==> src/rtl/i2s_sample_tx.sv <==
// ---------------------------------------------------------------------------
// i2s_sample_tx
//
// Philips I2S transmitter and bus master for a mono 32-bit sample stream.
// One word per frame is taken through a valid/ready handshake into a
// one-entry holding register. The word is sent MSB first on both the left
// and the right channel. BCLK and LRCLK are generated here.
//
// Ports
//   clk           system clock, all logic on the rising edge
//   rstn          asynchronous active-low reset
//   sample        32-bit two's-complement sample word
//   sample_valid  sample is presented this cycle
//   sample_ready  holding register empty (accept = valid && ready)
//   bclk          I2S bit clock (period 2*CLK_DIV clk cycles)
//   lrclk         I2S word select, 0 = left, 1 = right
//   sdata         I2S serial data, one BCLK delayed after each LRCLK edge
//   underrun      one-cycle pulse when a frame starts with nothing to send
// ---------------------------------------------------------------------------
module i2s_sample_tx #(
    parameter int CLK_DIV = 4
) (
    input  logic        clk,
    input  logic        rstn,
    input  logic [31:0] sample,
    input  logic        sample_valid,
    output logic        sample_ready,
    output logic        bclk,
    output logic        lrclk,
    output logic        sdata,
    output logic        underrun
);

    localparam int DIV_W = (CLK_DIV > 1) ? $clog2(CLK_DIV) : 1;
    localparam logic [DIV_W-1:0] DIV_LAST = DIV_W'(CLK_DIV - 1);

    logic [DIV_W-1:0] div_cnt_reg, div_cnt_next;
    logic             bclk_reg, bclk_next;
    logic [5:0]       bit_cnt_reg, bit_cnt_next;
    logic             lrclk_reg, lrclk_next;
    logic             sdata_reg, sdata_next;
    logic             underrun_reg, underrun_next;
    logic [31:0]      cur_reg, cur_next;
    logic [31:0]      hold_reg, hold_next;
    logic             full_reg, full_next;

    logic             div_tc;
    logic             fall_evt;
    logic             frame_load;
    logic             accept;
    logic [5:0]       k_next;
    logic [4:0]       bit_idx;

    assign div_tc     = (div_cnt_reg == DIV_LAST);
    // bclk is high just before this toggle, so the toggle drives it low
    assign fall_evt   = div_tc && bclk_reg;
    assign frame_load = fall_evt && (bit_cnt_reg == 6'd63);
    assign accept     = sample_valid && !full_reg;
    assign k_next     = bit_cnt_reg + 6'd1;

    // Bit index into cur for the new slot position k:
    //   k=1..31 -> 32-k, k=32 -> 0, k=33..63 -> 64-k, k=0 -> 0 (old word LSB).
    // All four cases collapse to (-k) mod 32.
    assign bit_idx    = 5'd0 - k_next[4:0];

    always_comb begin
        div_cnt_next  = div_tc ? '0 : div_cnt_reg + DIV_W'(1);
        bclk_next     = div_tc ? ~bclk_reg : bclk_reg;
        bit_cnt_next  = bit_cnt_reg;
        lrclk_next    = lrclk_reg;
        sdata_next    = sdata_reg;
        underrun_next = 1'b0;
        cur_next      = cur_reg;
        hold_next     = hold_reg;
        full_next     = full_reg;

        if (fall_evt) begin
            bit_cnt_next = k_next;
            lrclk_next   = k_next[5];
            // cur_reg is still the old word here, which is what k=0 needs
            sdata_next   = cur_reg[bit_idx];
        end

        if (frame_load) begin
            if (full_reg) begin
                cur_next  = hold_reg;
                full_next = 1'b0;
            end else if (sample_valid) begin
                // Bypass: the word goes straight to the shifter and the
                // holding register stays empty.
                cur_next  = sample;
            end else begin
                // Nothing new: cur keeps the previous word and repeats it.
                underrun_next = 1'b1;
            end
        end else if (accept) begin
            hold_next = sample;
            full_next = 1'b1;
        end
    end

    always_ff @(posedge clk or negedge rstn) begin
        if (!rstn) begin
            div_cnt_reg  <= '0;
            bclk_reg     <= 1'b0;
            bit_cnt_reg  <= 6'd63;
            lrclk_reg    <= 1'b0;
            sdata_reg    <= 1'b0;
            underrun_reg <= 1'b0;
            cur_reg      <= '0;
            hold_reg     <= '0;
            full_reg     <= 1'b0;
        end else begin
            div_cnt_reg  <= div_cnt_next;
            bclk_reg     <= bclk_next;
            bit_cnt_reg  <= bit_cnt_next;
            lrclk_reg    <= lrclk_next;
            sdata_reg    <= sdata_next;
            underrun_reg <= underrun_next;
            cur_reg      <= cur_next;
            hold_reg     <= hold_next;
            full_reg     <= full_next;
        end
    end

    assign sample_ready = !full_reg;
    assign bclk         = bclk_reg;
    assign lrclk        = lrclk_reg;
    assign sdata        = sdata_reg;
    assign underrun     = underrun_reg;

endmodule

==> config.mk <==
export PLATFORM = sky130hd
export DESIGN_NAME = i2s_sample_tx
export DESIGN_NICKNAME = d
export VERILOG_FILES = /design/src/rtl/i2s_sample_tx.sv
export SDC_FILE = /design/constraint.sdc
export NUM_CORES = 1
export LEC_CHECK = 0
export CORE_UTILIZATION = 54
export CTS_CLUSTER_DIAMETER = 150
export DETAILED_ROUTE_END_ITERATION = 10
export GPL_ROUTABILITY_DRIVEN = 0
export PLACE_DENSITY = 0.74
export RECOVER_POWER = 100
export SLEW_MARGIN = 10
export SYNTH_ARGS = -nofsm -noshare
export SYNTH_HDL_FRONTEND = slang
export SYNTH_SLANG_ARGS = --single-unit
==> constraint.sdc <==
create_clock -name clk -period 5.3 [get_ports clk]
set_clock_uncertainty 0.15 [all_clocks]
set_input_delay 1.06 -clock clk [delete_from_list [all_inputs] [get_ports clk]]
set_output_delay 1.06 -clock clk [all_outputs]
set_load 0.02 [all_outputs]
==> summary.txt, run 1 <==
Worst r2r dst: cur_reg[22]
Die width: 83.1 um
Total Die Area: 0.00691 mm^2
Largest net degree at the start of global routing: 78
CTS tree: yes
Routed length per placed instance: 15.0 um
Period minus WS final: 3.99 ns
Synth Area in Adders: 0.00704
Residual DRC: 0
Fin area: 0.00414 mm^2
Via count: 2212
WL final: 6020 um
Number of global-route vias before repair: 2225
Post-CTS Repair Setup Buffers: 0
Ys async rst share: 1.00
Clk Latency, worst-skew pair: 0.35 ns
FF+latch count, synth: 77
# resized after CTS: 0
FP Rows: 29
Post-route ant nets: 0
Setup Total Neg Slack: 0 ns
Post-synth net total: 322
H-tree Lvls: 3
Min-Delay Endpoint: div_cnt_reg[0]
Crit path kind: flop to output port
Final #Nets: 357
Worst Setup End Kind: output port
Mux share of post-synthesis cell area: 0.254
Critical path required time: 4.09 ns
Worst endpoint data arrival time: 2.78 ns
Port Buffer Count: 39
Initial core utilization: 0.560
Antenna violations before repair: 0
Synth warn: 0
Max Cap Viol: 3
CTS Hold Bufs: 0
Final Max Slew Viols: 147
Post-DP HPWL: 3820 um
RSZ-0062 raised after global routing: false
Tot GR Track Use: 0.197
Worst Max-Slew Pin Slew: 1.89 ns
Setup crit start kind: flop
Maximum vdd drop: 0.000185 V
Post-Synth Simple-Gate Area: 0.0788
Synth Area in Compound Gates: 0.0672
Largest family of logic cells by synthesized area: multiplexers
Failing checks: capacitance limit, slew limit
Worst r2r src: full_reg
First-pass GRT wire length: 10600 um
Area Overhead vs Synth: 16.4%
Crit-path max FO: 35
Root buffer cell: clkbuf_8
WHS Path Cells: 1
Period utilization: 0.753
R2R Setup Slk: 1.58 ns
PwrDens: 287 mW/mm^2
Overflow after GRT: 0
Synthesized area: 0.00355 mm^2
Ports: 40
Slew margin rel.: -0.257
Fraction of layout cells with a size suffix above 1: 0.194
Syn avg cell area: 12.5 um^2
Post-Synth XOR/XNOR Area: 0.0197
Post-synth EDFFs: 0
Mapped Cells: 285
Clock sinks: 77
Outcome: finished with violations
Pleak: 2.03 nW
DRT iter0 DRCs: 132
Synth cell types: 35
Placed Area: 0.00395 mm^2
Min-Delay Path Class: flop to flop
CTS buffer count: 9
Fin. Hold Viols: 0
Drt pass-1 iters: 4
Core area: 0.00635 mm^2
Worst-case reg-to-reg path depth: 5
Clock transition at the registers of the reported paths: 0.07 ns
Final Setup Violations: 0
Clock tree buffer depth: 2
Main synth FF type: dfrtp_1
Vias per cell: 5.50
Hold wc startpoint: div_cnt_reg[0]
Register area share after synthesis: 0.544
Number of diodes: 0
Die H: 83.1 um
Max Freq: 251 MHz
[routing by layer]
metal	vias to the layer above	GRT usage	wire (um)
met1	1085	0.286	2970
li1	1076	-	-
met4	0	0.0893	118
met2	40	0.291	2720
met3	11	0.0368	212
met5	-	0	0
[Yosys cell counts, types with 3 or more instances]
library cell   n  share of area
xnor2_1        3         0.0074
mux4_2         8          0.051
dfstp_2        6          0.044
mux2_2        31          0.098
nand3_1        5         0.0070
mux2i_1       35          0.099
dfrtp_1       71           0.50
inv_1          3         0.0032
nor2_1        37          0.039
xor2_1         5          0.012
a21oi_1       35          0.049
nand2_1        7         0.0074
buf_4          4         0.0084
buf_2          8          0.011
[kinds of logic (layout without fill, tap and decap cells)]
logic type / count (synthesis) / after routing
flops: 77 / 77
compound gates: 43 / 43
xor+xnor: 8 / 8
buf+inv: 19 / 59
fa+ha+maj: 2 / 2
mux: 76 / 76
simple gates: 60 / 60
[per-stage QoR]
step                      utilization  std cells  hold slack, ns  worst slack (ns)  power [mW]
after floorplan                     -        285           0.253              3.07       0.700
after global placement          0.622        385           0.266              2.17       0.749
after detailed placement        0.622        385           0.274              2.11       0.754
after CTS                       0.653        401           0.286              1.88        1.19
after global routing            0.652        402           0.299              1.13        1.24
final                           0.652        402           0.293              1.31        1.19
[worst max-delay path by stage]
stage              startpoint            to  slack (ns)  depth (start not counted)
2_1_floorplan  bit_cnt_reg[0]         sdata        3.07                          8
3_3_place_gp     sample_valid    cur_reg[8]        2.17                          4
3_5_place_dp     sample_valid    cur_reg[2]        2.11                          4
4_1_cts              full_reg  sample_ready        1.88                          2
5_1_grt              full_reg  sample_ready        1.13                          2
6_report             full_reg  sample_ready        1.31                          2
[layout make-up]
cell class | instances | area, um^2
inverter | 3 | 11.3
timing repair buffer | 40 | 405
clock inverter | 6 | 62.6
tap | 77 | 96.3
sequential | 77 | 1930
fill | 486 | 2210
multi-input combinational | 189 | 1490
clock buffer | 10 | 138
[cell usage in the layout (no fill, tap or decap), drive strengths merged]
cell type      synthesis  layout
nand4bb                1       1
xnor2                  3       3
a21oi                 35      35
nand4                  1       1
mux2i                 35      35
mux4                   8       8
buf                   15       1
clkdlybuf4s50          0      34
xor2                   5       5
nor2                  39      39
inv                    3       3
nor2b                  1       1
o2111ai                1       1
clkinvlp               0       3
or3                    1       1
dfrtp                 71      71
a31oi                  1       1
o21ai                  1       1
clkinv                 0       2
ha                     2       2
a21o                   1       1
o211ai                 1       1
nand3                  7       7
nand2b                 2       2
nor3                   1       1
clkbuf                 1      11
dlygate4sd3            0       4
o21a                   2       2
dfstp                  6       6
nand2                  7       7
bufinv                 0       1
mux2                  33      33
a31o                   1       1
[worst max-delay path: stages (launching register included)]
cell	delay, ns
dfrtp_1	1.62
inv_1	0.19
clkdlybuf4s50_1	0.62
[report_power, final]
part | internal [mW] | switching, mW | leakage, nW
sequential | 0.624 | 0.0178 | 0.961
combinational | 0.0584 | 0.0397 | 0.972
clock | 0.228 | 0.218 | 0.0943
total | 0.911 | 0.275 | 2.03
Power figures use the tool's default switching activity.
==> run 2, diff against run 1 <==
==> constraint.sdc (replaced) <==
create_clock -name clk -period 4.05 [get_ports clk]
set_clock_uncertainty 0.15 [all_clocks]
set_input_delay 0.81 -clock clk [delete_from_list [all_inputs] [get_ports clk]]
set_output_delay 0.81 -clock clk [all_outputs]
set_load 0.02 [all_outputs]
==> run 2 against run 1 <==
Compared with the run above:
- clock power grew 44%
- the flow still finishes with violations (capacitance limit, slew limit)
- combinational power increased by 29%
- final area increased by 0.91%
- critical path depth increased by 4
- cell count up 0.25%
- clock-buffer cell count did not move
- critical path type is now flop to flop
- sequential power increased by 31%
- non-clock buffer count increased by 1
==> summary.txt, run 2 (synthesis gave the netlist of run 1 again) <==
Outcome: finished with violations
Failing checks: capacitance limit, slew limit
CTS buffer count: 9
Critical path required time: 4.14 ns
CTS Hold Bufs: 0
RSZ-0062 raised after global routing: false
Period minus WS final: 3.15 ns
WHS Path Cells: 1
Routed length per placed instance: 14.8 um
WHS: 0.278 ns
Total Die Area: 0.00691 mm^2
Setup Total Neg Slack: 0 ns
Ports: 40
H-tree Lvls: 3
Overflow after GRT: 0
Final Setup Violations: 0
Clk Latency, worst-skew pair: 0.36 ns
Largest net degree at the start of global routing: 78
WL final: 5950 um
Die width: 83.1 um
Crit-path max FO: 32
Final #Nets: 358
R2R Setup Slk: 0.90 ns
First-pass GRT wire length: 10800 um
Period utilization: 0.778
Worst Setup End Kind: flop
Slew margin rel.: -0.242
CTS tree: yes
Max Cap Viol: 1
Number of diodes: 0
FP Rows: 29
Min-Delay Path Class: flop to flop
Drt pass-1 iters: 4
Fin. Hold Viols: 0
Final std cells w/o fill: 403
Clock sinks: 77
Post-route ant nets: 0
Fraction of layout cells with a size suffix above 1: 0.209
Vias per cell: 5.60
Max Freq: 317 MHz
Worst-case reg-to-reg path depth: 6
Commonest non-fill, non-tap cells in the layout: dfrtp_1, nor2_1, mux2i_1, a21oi_1, clkdlybuf4s50_1
# resized after CTS: 0
Hold wc startpoint: div_cnt_reg[0]
Commonest non-fill, non-tap cell in the layout: dfrtp_1
Pleak: 2.06 nW
Final Max Slew Viols: 78
Worst r2r dst: hold_reg[23]
Initial core utilization: 0.560
Worst endpoint data arrival time: 3.24 ns
Worst Max-Slew Pin Slew: 1.86 ns
Tot GR Track Use: 0.198
Residual DRC: 0
Maximum vdd drop: 0.000270 V
Number of global-route vias before repair: 2311
Via count: 2255
Worst r2r src: bit_cnt_reg[0]
Fillcell total: 515
Crit path kind: flop to flop
Setup crit start: bit_cnt_reg[0]
Clock tree buffer depth: 2
Setup crit start kind: flop
Post-DP HPWL: 3830 um
Core area: 0.00635 mm^2
Area Overhead vs Synth: 17.5%
Port Buffer Count: 39
Dpl cells: 387
Root buffer cell: clkbuf_8
Die H: 83.1 um
PwrDens: 386 mW/mm^2
Post-CTS Repair Setup Buffers: 0
Clock transition at the registers of the reported paths: 0.08 ns
DRT iter0 DRCs: 112
Antenna violations before repair: 0
Min-Delay Endpoint: div_cnt_reg[0]
[run 2: layout make-up]
| type | instances | area [um^2] | share of cell area |
|---|---|---|---|
| Clock buffer | 10 | 138 | 0.0330 |
| Clock inverter | 6 | 86.3 | 0.0207 |
| Inverter | 3 | 11.3 | 0.00270 |
| Multi-Input combinational cell | 189 | 1510 | 0.361 |
| Sequential cell | 77 | 1940 | 0.463 |
| Tap cell | 77 | 96.3 | 0.0231 |
| Timing Repair Buffer | 41 | 400 | 0.0959 |
[run 2: power by group]
group          internal [mW]  total [mW]  switching, mW
logic                 0.0764       0.127         0.0508
clock network          0.362       0.644          0.281
registers              0.817       0.840         0.0233
total                   1.26        1.61          0.355
[run 2: worst max-delay path by stage]
stage               slack, ns           end  cells after the start
floorplan                1.82         sdata                      8
finish                   0.90  hold_reg[23]                      6
global placement         1.18   hold_reg[5]                      3
detailed placement       1.16   hold_reg[5]                      3
CTS                      1.22   hold_reg[0]                      6
global route             0.65  hold_reg[23]                      6
[run 2: layer usage]
| layer | vias up | GRT usage | part of all wire |
|---|---|---|---|
| li1 | 1085 | - | - |
| met3 | 10 | 0.0427 | 0.047 |
| met4 | 0 | 0.0815 | 0.013 |
| met1 | 1115 | 0.272 | 0.45 |
| met2 | 45 | 0.310 | 0.49 |
| met5 | - | 0 | 0 |
[run 2: through the flow]
stage | power (mW) | util | instance area [um^2] | worst slack, ns
detailed placement | 0.986 | 0.624 | 3960 | 1.16
floorplan | 0.915 | - | 3550 | 1.82
CTS | 1.63 | 0.659 | 4190 | 1.22
finish | 1.61 | 0.658 | 4180 | 0.898
global route | 1.68 | 0.658 | 4180 | 0.646
global placement | 0.980 | 0.624 | 3960 | 1.18
[run 2: critical path: stages, from the launching register on]
cell and delay, ns:
dfstp_1 0.96, ha_1 0.38, nand2_1 0.09, nor2_1 0.19
nand3_1 0.22, nand3_2 0.61, mux2_2 0.41
